[src/rtl/edge_detector_multi.sv]
// Multi-channel synchronising edge detector with sticky rise/fall status and irq.
// Optional per-channel debounce filter compiled in with EDGE_DET_DEBOUNCE_EN.
module edge_detector_multi #(
   parameter int WIDTH           = 8,
   parameter int SYNC_STAGES     = 2,
   parameter int DEBOUNCE_CYCLES = 16
) (
   input  logic             clk,
   input  logic             reset,
   input  logic [WIDTH-1:0] din,
   input  logic [WIDTH-1:0] rise_mask,
   input  logic [WIDTH-1:0] fall_mask,
   input  logic [WIDTH-1:0] clr,
   output logic [WIDTH-1:0] level,
   output logic [WIDTH-1:0] rising_edge,
   output logic [WIDTH-1:0] falling_edge,
   output logic [WIDTH-1:0] rise_sticky,
   output logic [WIDTH-1:0] fall_sticky,
   output logic             irq
);

   logic [SYNC_STAGES-1:0][WIDTH-1:0] sync_r;
   logic [WIDTH-1:0]                  sync_out_s;
   logic [WIDTH-1:0]                  prev_r;

   assign sync_out_s = sync_r[SYNC_STAGES-1];

   // Synchroniser chain; stage 0 samples the asynchronous inputs.
   always_ff @(posedge clk or negedge reset) begin
      if (!reset) begin
         sync_r <= '0;
      end else begin
         sync_r[0] <= din;
         for (int s = 1; s < SYNC_STAGES; s++) begin
            sync_r[s] <= sync_r[s-1];
         end
      end
   end

`ifdef EDGE_DET_DEBOUNCE_EN
   localparam int CNT_W = $clog2(DEBOUNCE_CYCLES + 1);
   localparam logic [CNT_W-1:0] CNT_MAX = CNT_W'(DEBOUNCE_CYCLES);

   logic [CNT_W-1:0] cnt_r [WIDTH];

   // Level follows the synchroniser only after DEBOUNCE_CYCLES consecutive disagreeing clocks.
   always_ff @(posedge clk or negedge reset) begin
      if (!reset) begin
         level <= '0;
         for (int i = 0; i < WIDTH; i++) begin
            cnt_r[i] <= '0;
         end
      end else begin
         for (int i = 0; i < WIDTH; i++) begin
            if (sync_out_s[i] == level[i]) begin
               cnt_r[i] <= '0;
            end else if (cnt_r[i] == CNT_MAX) begin
               level[i] <= sync_out_s[i];
               cnt_r[i] <= '0;
            end else begin
               cnt_r[i] <= cnt_r[i] + CNT_W'(1);
            end
         end
      end
   end
`else
   // Level is the registered synchroniser output.
   always_ff @(posedge clk or negedge reset) begin
      if (!reset) begin
         level <= '0;
      end else begin
         level <= sync_out_s;
      end
   end
`endif

   // Edge pulses compare level against its one-cycle-old copy.
   always_ff @(posedge clk or negedge reset) begin
      if (!reset) begin
         prev_r       <= '0;
         rising_edge  <= '0;
         falling_edge <= '0;
      end else begin
         prev_r       <= level;
         rising_edge  <= level & ~prev_r;
         falling_edge <= ~level & prev_r;
      end
   end

   // Sticky status: a new masked edge wins over a simultaneous clear.
   always_ff @(posedge clk or negedge reset) begin
      if (!reset) begin
         rise_sticky <= '0;
         fall_sticky <= '0;
      end else begin
         rise_sticky <= (rise_sticky & ~clr) | (rising_edge & rise_mask);
         fall_sticky <= (fall_sticky & ~clr) | (falling_edge & fall_mask);
      end
   end

   assign irq = |{rise_sticky, fall_sticky};

endmodule

[config.mk]
export PLATFORM = sky130hd
export DESIGN_NAME = edge_detector_multi
export DESIGN_NICKNAME = d
export VERILOG_FILES = /design/src/rtl/edge_detector_multi.sv
export SDC_FILE = /design/constraint.sdc
export NUM_CORES = 1
export LEC_CHECK = 0
export CAP_MARGIN = 20
export CORE_MARGIN = 1
export CORE_UTILIZATION = 46
export CTS_CLUSTER_DIAMETER = 50
export CTS_CLUSTER_SIZE = 16
export DETAILED_ROUTE_END_ITERATION = 12
export GPL_TIMING_DRIVEN = 0
export HOLD_SLACK_MARGIN = 0.1
export MAX_ROUTING_LAYER = met4
export PLACE_DENSITY = 0.84
export SYNTH_ARGS = -nofsm -noshare
export SYNTH_HDL_FRONTEND = slang
export SYNTH_SLANG_ARGS = --single-unit
[constraint.sdc]
create_clock -name clk -period 1.91 [get_ports clk]
set_clock_uncertainty 0.2 [all_clocks]
set_input_delay 0.191 -clock clk [delete_from_list [all_inputs] [get_ports clk]]
set_output_delay 0.191 -clock clk [all_outputs]
set_load 0.05 [all_outputs]
After elaboration in Yosys (flattened, before gate mapping)
Cells that the tools add are included.
{ "classes": {"bitwise_logic": 11, "n_reduce_logical": 1} }
{ "ops": {"columns": ["operator", "n"], "rows": [
  ["$and 8x8->8", 6],
  ["$not 8->8", 3],
  ["$or 8x8->8", 2],
  ["$reduce_or 16->1", 1]
]} }
{ "totals": {"register_bits": 64, "in_bits": 34, "output_inout_bits": 41, "elab_cells": 20} }

Longest topological paths before layout
Gate-level depths: netlist (run 1).
{ "logic_depth": {"word_depth": 3, "ltp_mapped": 2, "depth_no_buf": 2} }

Worst setup path after synthesis (run 1)
No wires, ideal clock.
{ "synth_path": {"path_type": "register to output", "from": "register rise_sticky[1]", "to": "output irq", "t_arrival_ps": 1393, "required_time_ps": 1519, "path_slack_ps": 126, "path_stages_with_launch": 3, "n_path_buf": 0, "cell_sequence": "dfrtp_1 nor4_1 nand4_1"} }
{ "synth_between": {"elab_chain_cells": 1} }
{ "synth_rtl": {"columns": ["item", "line", "rtl"], "rows": [
  ["start, declared", "17", "output logic [WIDTH-1:0] rise_sticky,"],
  ["start signal, assigned", "96", "rise_sticky <= (rise_sticky & ~clr) | (rising_edge & rise_mask);"],
  ["$reduce_or 16->1", "101", "assign irq = |{rise_sticky, fall_sticky};"],
  ["end, declared", "19", "output logic irq"]
]} }
No other way between the ends.

Final worst setup path (run 1)
{ "layout_path": {"from": "register falling_edge[1]", "to": "output falling_edge[1]"} }
{ "layout_lines": {"columns": ["item", "line", "rtl"], "rows": [
  ["start, declared", "16", "output logic [WIDTH-1:0] falling_edge,"],
  ["start signal, assigned", "86", "falling_edge <= ~level & prev_r;"]
]} }
No word-level cell between the ends.

==> metrics, run 1 <==
Die H ~67 um; CP max stage delay 0.82 ns; pwr dens 1011 nW/um2; Via density 4.533; final setup TNS 0 ns; Yosys warnings 0; Hold Crit Class in2reg; Non-Filler Instances 274; Worst-Margin Slew 0.7110 ns; Fillers 280; clk_lat worst skew 0.31 ns; post-synth cell types 7; CP endpoint kind output pin; register area share after synthesis roughly 83%; Final Net Count 254; gpl congestion approximately 0.73; hold path depth 1; Arrival @ worst endpoint 1.48 ns; via count 1242; Crit path max-delay family buffers and inverters; synthesis-to-finish area growth 53.27%; Post-route DRC 0; crit path max fanout 2; n_diodes 0; Core Area 4029 um2; ANT nets after route 0; cell taking the most area after synthesis dfrtp_1; reg2reg start fall_sticky[6]$_DFF_PN0_; syn_nets 167; endpoints failing setup 0; first-pass GRT wire length 5878 um; Clock Sinks 64; Placed Instances 258; DR WL/cell approximately 14 um; fmax between 500 and 600 MHz; First-pass DRT Iterations 4; TritonCTS Buffers 9; share of the synthesized area in the top cell type 82.85%; Post-Syn Area ~1900 um2; H-tree lvl count 3; Reg area around 1600 um2; Root Buffer clkbuf_8; Cell Chain, Critical Path clkdlybuf4s50_1; status completed; hold path start din[2]; max_cap viols 0; crit path from falling_edge[1]$_DFF_PN0_; CTS tree done; Setup Crit Path Kind reg2out; Post-Syn Instances 133; DR iter-0 viols 32; setup repair after global routing missed its margin true; Mean Syn Cell Area 14.53 um2; Die Area 4466 um2; io pins 75; CP startpoint kind flop; HPWL after detailed placement 2739 um; antenna violations before repair 0; Clock transition at path regs 0.07 ns; Slowest cell on crit path clkdlybuf4s50_1; slew margin rel. 52.60%; all-layer global routing usage 19.40%; Detailed Route WL 3732 um; worst path bufs/invs 1; share of cells above drive strength 1 8.036%; area taken by multi-input logic gates 284.0 um2; Die X 66.83 um; Peak VDD IR 669.2 uV; maximum number of pins on one net before global-route repair 34; Data required, critical path 1.52 ns; post-layout util 73.54%; reg-to-reg endpoint fall_sticky[6]$_DFF_PN0_; commonest non-fill, non-tap cell in the layout dfrtp_1; fin. max-slew vios 0; Worst Reg-to-Reg Cells 2; Min Clock Period, post-route approximately 1.9 ns; hold path endpoint sync_r[2]$_DFF_PN0_; vias in the first global route 1318; clk buf depth 2; # rows 23; Hold Violations, Final 0; Yosys reg bits 64; gr ovfl total 0; P_leak 1.493 nW; Initial Utilization between 40% and 50%; Synth area leaders dfrtp_1 83%, nor2b_1 5.2%, o21ai_0 4.1%; fin crit share 98.20%; R2R setup slack 1.01 ns; most frequent cells in the layout 64 x dfrtp_1, 44 x clkdlybuf4s50_1, 17 x dlygate4sd2_1; number of port buffers 74
## how the worst max path moves through the flow
stage / to / cells past startpoint
final: falling_edge[1] / 1
after global routing: irq / 3
after CTS: irq / 3
after detailed placement: irq / 3
after global placement: fall_sticky[4]$_DFF_PN0_ / 1
after floorplan: irq / 2
## flip-flops by register name, summed over array words and instances, names as in the netlist
signal        count
fall_sticky       8
sync_r            8
level             8
prev_r            8
rising_edge       8
falling_edge      8
sync_out_s        8
rise_sticky       8
## synth_stat cells (all sizes together)
cell	instances
nor2b	16
inv	16
nor4	4
o21ai	16
nand2	16
dfrtp	64
nand4	1
## final cells by class
cell class / instances / share of cell area (%)
Sequential cell: 64 / 54.05
Tap cell: 50 / 2.111
Inverter: 16 / 2.027
Multi-Input combinational cell: 53 / 9.586
Clock inverter: 3 / 1.436
Clock buffer: 12 / 4.899
Timing Repair Buffer: 76 / 25.89
## layer usage
layer	GRT usage (%)	vias to the layer above	share of wire [%]
met4	8.245	0	1.6
met3	4.795	8	4.1
met2	32.45	41	53
met5	-	-	0
li1	-	598	-
met1	22.21	595	41
## power by group
group | internal, mW | switching [mW] | total [mW] | leakage [nW]
Sequential | 1.43 | 0.0496 | 1.48 | 0.787
Clock | 0.630 | 0.454 | 1.08 | 0.0925
Combinational | 0.157 | 0.272 | 0.429 | 0.614
Total | 2.22 | 0.776 | 3.00 | 1.49
## per-stage QoR
step           setup slack, ns  hold WS (ns)  area, um2  power, mW
2_1_floorplan           0.1258       -0.3046       1933      1.727
3_3_place_gp            -1.426        0.1314       2736      1.942
3_5_place_dp           -0.1022       0.08731       2751      1.957
4_1_cts               -0.02482        0.1016       2935      3.032
5_1_grt              -0.006245        0.1017       2963      3.132
6_report               0.03445        0.1156       2963      2.997
## kinds of logic (layout without fill, tap and decap cells)
kind of cell	Yosys count	count (layout)	synth area share [%]
simple gates	37	37	9.903
flops	64	64	82.85
buf+inv	16	107	3.107
compound gates	16	16	4.143
## repair_timing
| action | CTS | global route |
|---|---|---|
| resized for setup | 21 | 14 |
| endpoints found under the setup margin | 15 | 12 |
| setup buffers | 0 | 0 |
| hold buffers | 1 | 0 |
| endpoints found under the hold margin | 32 | 0 |
Note: power is estimated with default switching activity, not from simulation.
==> run 2: changes to the inputs <==
Settings changed: ABC_CLOCK_PERIOD_IN_PS set to 1500, CORE_UTILIZATION 46 to 38, PLACE_DENSITY 0.84 to 0.74, TNS_END_PERCENT set to 10.
Clock period 1.91 ns to 1.5 ns, I/O delays scaled along.
==> metrics, run 2 (synthesized netlist as in run 1, its figures left out) <==
Non-Filler Instances 300 (+9.5%); Clock Sinks 64 (unchanged); HPWL after detailed placement 2672 um (-2.5%); Comb pwr share 15.2% (+0.9 points); Hold Crit Class in2async; TritonCTS Buffers 9 (unchanged); status finished with violations; Setup Crit Path Kind reg2out; Final Net Count 264 (+3.9%); P_leak 1.358 nW (-9.1%); clk_lat worst skew 0.32 ns (about the same); share of cells above drive strength 1 31.76% (+24 points); slew margin rel. 67.42% (+15 points); io pins 75 (unchanged); antenna violations before repair 0 (unchanged); n_diodes 0 (unchanged); Data required, critical path 1.15 ns (-0.37 ns); H-tree lvl count 3 (unchanged); Internal Power 2.799 mW (+26%); commonest non-fill, non-tap cell in the layout dfrtp_1; vias in the first global route 1294 (-1.8%); Core Area 4817 um2 (+20%); switching part of the total 26.31% (+0.41 points); endpoints failing setup 2 (+2); Placed Instances 275 (+6.6%); DR iter-0 viols 28 (-13%); fin. max-slew vios 0 (unchanged); all-layer global routing usage 16.68% (-2.7 points); CP startpoint kind flop; Root Buffer clkbuf_8; pwr dens 1218 nW/um2 (+20%); Via density 4.250 (-6.2%); violated checks negative setup slack; Die Area 5377 um2 (+20%); DR WL/cell 12.66 um (-7.1%); most frequent cells in the layout 51 x dfrtp_1, 32 x clkdlybuf4s50_1, 31 x clkdlybuf4s15_2; sequential power share 50.1% (+0.6 points); setup repair after global routing missed its margin true; Initial Utilization 40.13% (-7.9 points); Detailed Route WL 3798 um (+1.8%); Arrival @ worst endpoint 1.36 ns (-0.12 ns); Min Clock Period, post-route 1.708 ns; gr ovfl total 0 (unchanged); ANT nets after route 0 (unchanged); post-route setup slack -0.2077 ns (-0.2421 ns); Hold Violations, Final 0 (unchanged); synthesis-to-finish area growth 61.36%; Clock transition at path regs 0.06 ns (about the same); # rows 25 (+8.7%); Peak VDD IR 790.4 uV (+18%); CTS tree done; fin crit share 113.8%; Die X 73.33 um (+9.7%); fmax 585.6 MHz; Post-route DRC 0 (unchanged); first-pass GRT wire length 5975 um (+1.7%); pre-CTS setup slack -0.4809 ns (-0.3787 ns); gpl congestion 0.8204 (+13%); number of port buffers 74 (unchanged); Worst-Margin Slew 0.4887 ns (-0.2223 ns); First-pass DRT Iterations 4 (unchanged); maximum number of pins on one net before global-route repair 44 (+29%); crit path max fanout 3 (+1); Clock Power Share 34.6% (-1.6 points); CP endpoint kind output pin; via count 1275 (+2.7%); Switching Power 0.9992 mW (+29%); Tot Pwr 3.798 mW (+27%); Die H 73.33 um (+9.7%); clk buf depth 2 (unchanged); max_cap viols 0 (unchanged)
-- run 2: cell types whose count changed in the layout (fill, tap and decap cells not counted), moves of 3 or more --
cell,delta
dfrtp_2,+13
dfrtp_1,-13
dlygate4sd2_1,-17
clkdlybuf4s50_1,-12
dlygate4sd3_1,+8
nor4_4,+3
dlymetal6s2s_1,-11
buf_2,+4
clkdlybuf4s15_2,+31
-- run 2: critical path, stage by stage (launching register included) --
cell and delay [ns]:
dfrtp_2 0.43, nor4_4 0.28, nand4_1 0.14, buf_6 0.18
-- run 2: worst paths after layout --
path,start,to,slack [ns],cells past startpoint
hold reg to reg,sync_r[2]$_DFF_PN0_,sync_out_s[2]$_DFF_PN0_,0.15,0
setup / recovery,fall_sticky[5]$_DFF_PN0_,irq,-0.21,3
min in group clk,sync_r[2]$_DFF_PN0_,sync_out_s[2]$_DFF_PN0_,0.15,0
max in group asynchronous,reset,fall_sticky[2]$_DFF_PN0_,0.38,3
hold / removal,reset,sync_out_s[7]$_DFF_PN0_,0.12,2
setup reg to reg,fall_sticky[7]$_DFF_PN0_,fall_sticky[7]$_DFF_PN0_,0.50,3
-- run 2: what timing repair did --
item                                    CTS  global route
hold endpoints to repair                 72             0
setup buffers                             1             1
pin swaps                                 2             2
endpoints found under the setup margin   41            10
hold buffers                              9             0
resized for setup                       129            16
-- run 2: metrics by stage --
stage          hold slack, ns  setup TNS [ns]  cell area (um2)  utilization (%)
5_1_grt                0.1530         -0.3938             3119            64.75
4_1_cts                0.1235         -0.4942             3143            65.25
3_5_place_dp         -0.05391          -1.005             2789            57.90
6_report               0.1227         -0.2699             3119            64.75
3_3_place_gp           0.1313         -121.26             2774            57.58
2_1_floorplan         -0.3456         -0.1594             1949                -
-- run 2: power by group through the flow --
stage / logic, mW / clock network (mW) / registers (mW)
floorplan: 0.0536 / 0 / 2.15
global placement: 0.562 / 0 / 1.92
detailed placement: 0.572 / 0 / 1.92
CTS: 0.585 / 1.37 / 1.90
global route: 0.613 / 1.44 / 1.92
finish: 0.578 / 1.32 / 1.90
-- run 2: final cells by class --
type                            count  area [um2]
Clock buffer                       10       127.6
Fill cell                         387        1698
Multi-Input combinational cell     53       316.6
Timing Repair Buffer               86       865.8
Inverter                           16       60.06
Tap cell                           67       83.83
Clock inverter                      4       47.55
Sequential cell                    64        1618
-- run 2: metal layers --
metal  GRT usage (%)  up-vias  routed length [um]
met1           18.52      615                1568
met4           10.68        0                  89
met2           25.10       35                1930
li1                -      617                   -
met5               -        -                   0
met3           6.584        8                 210
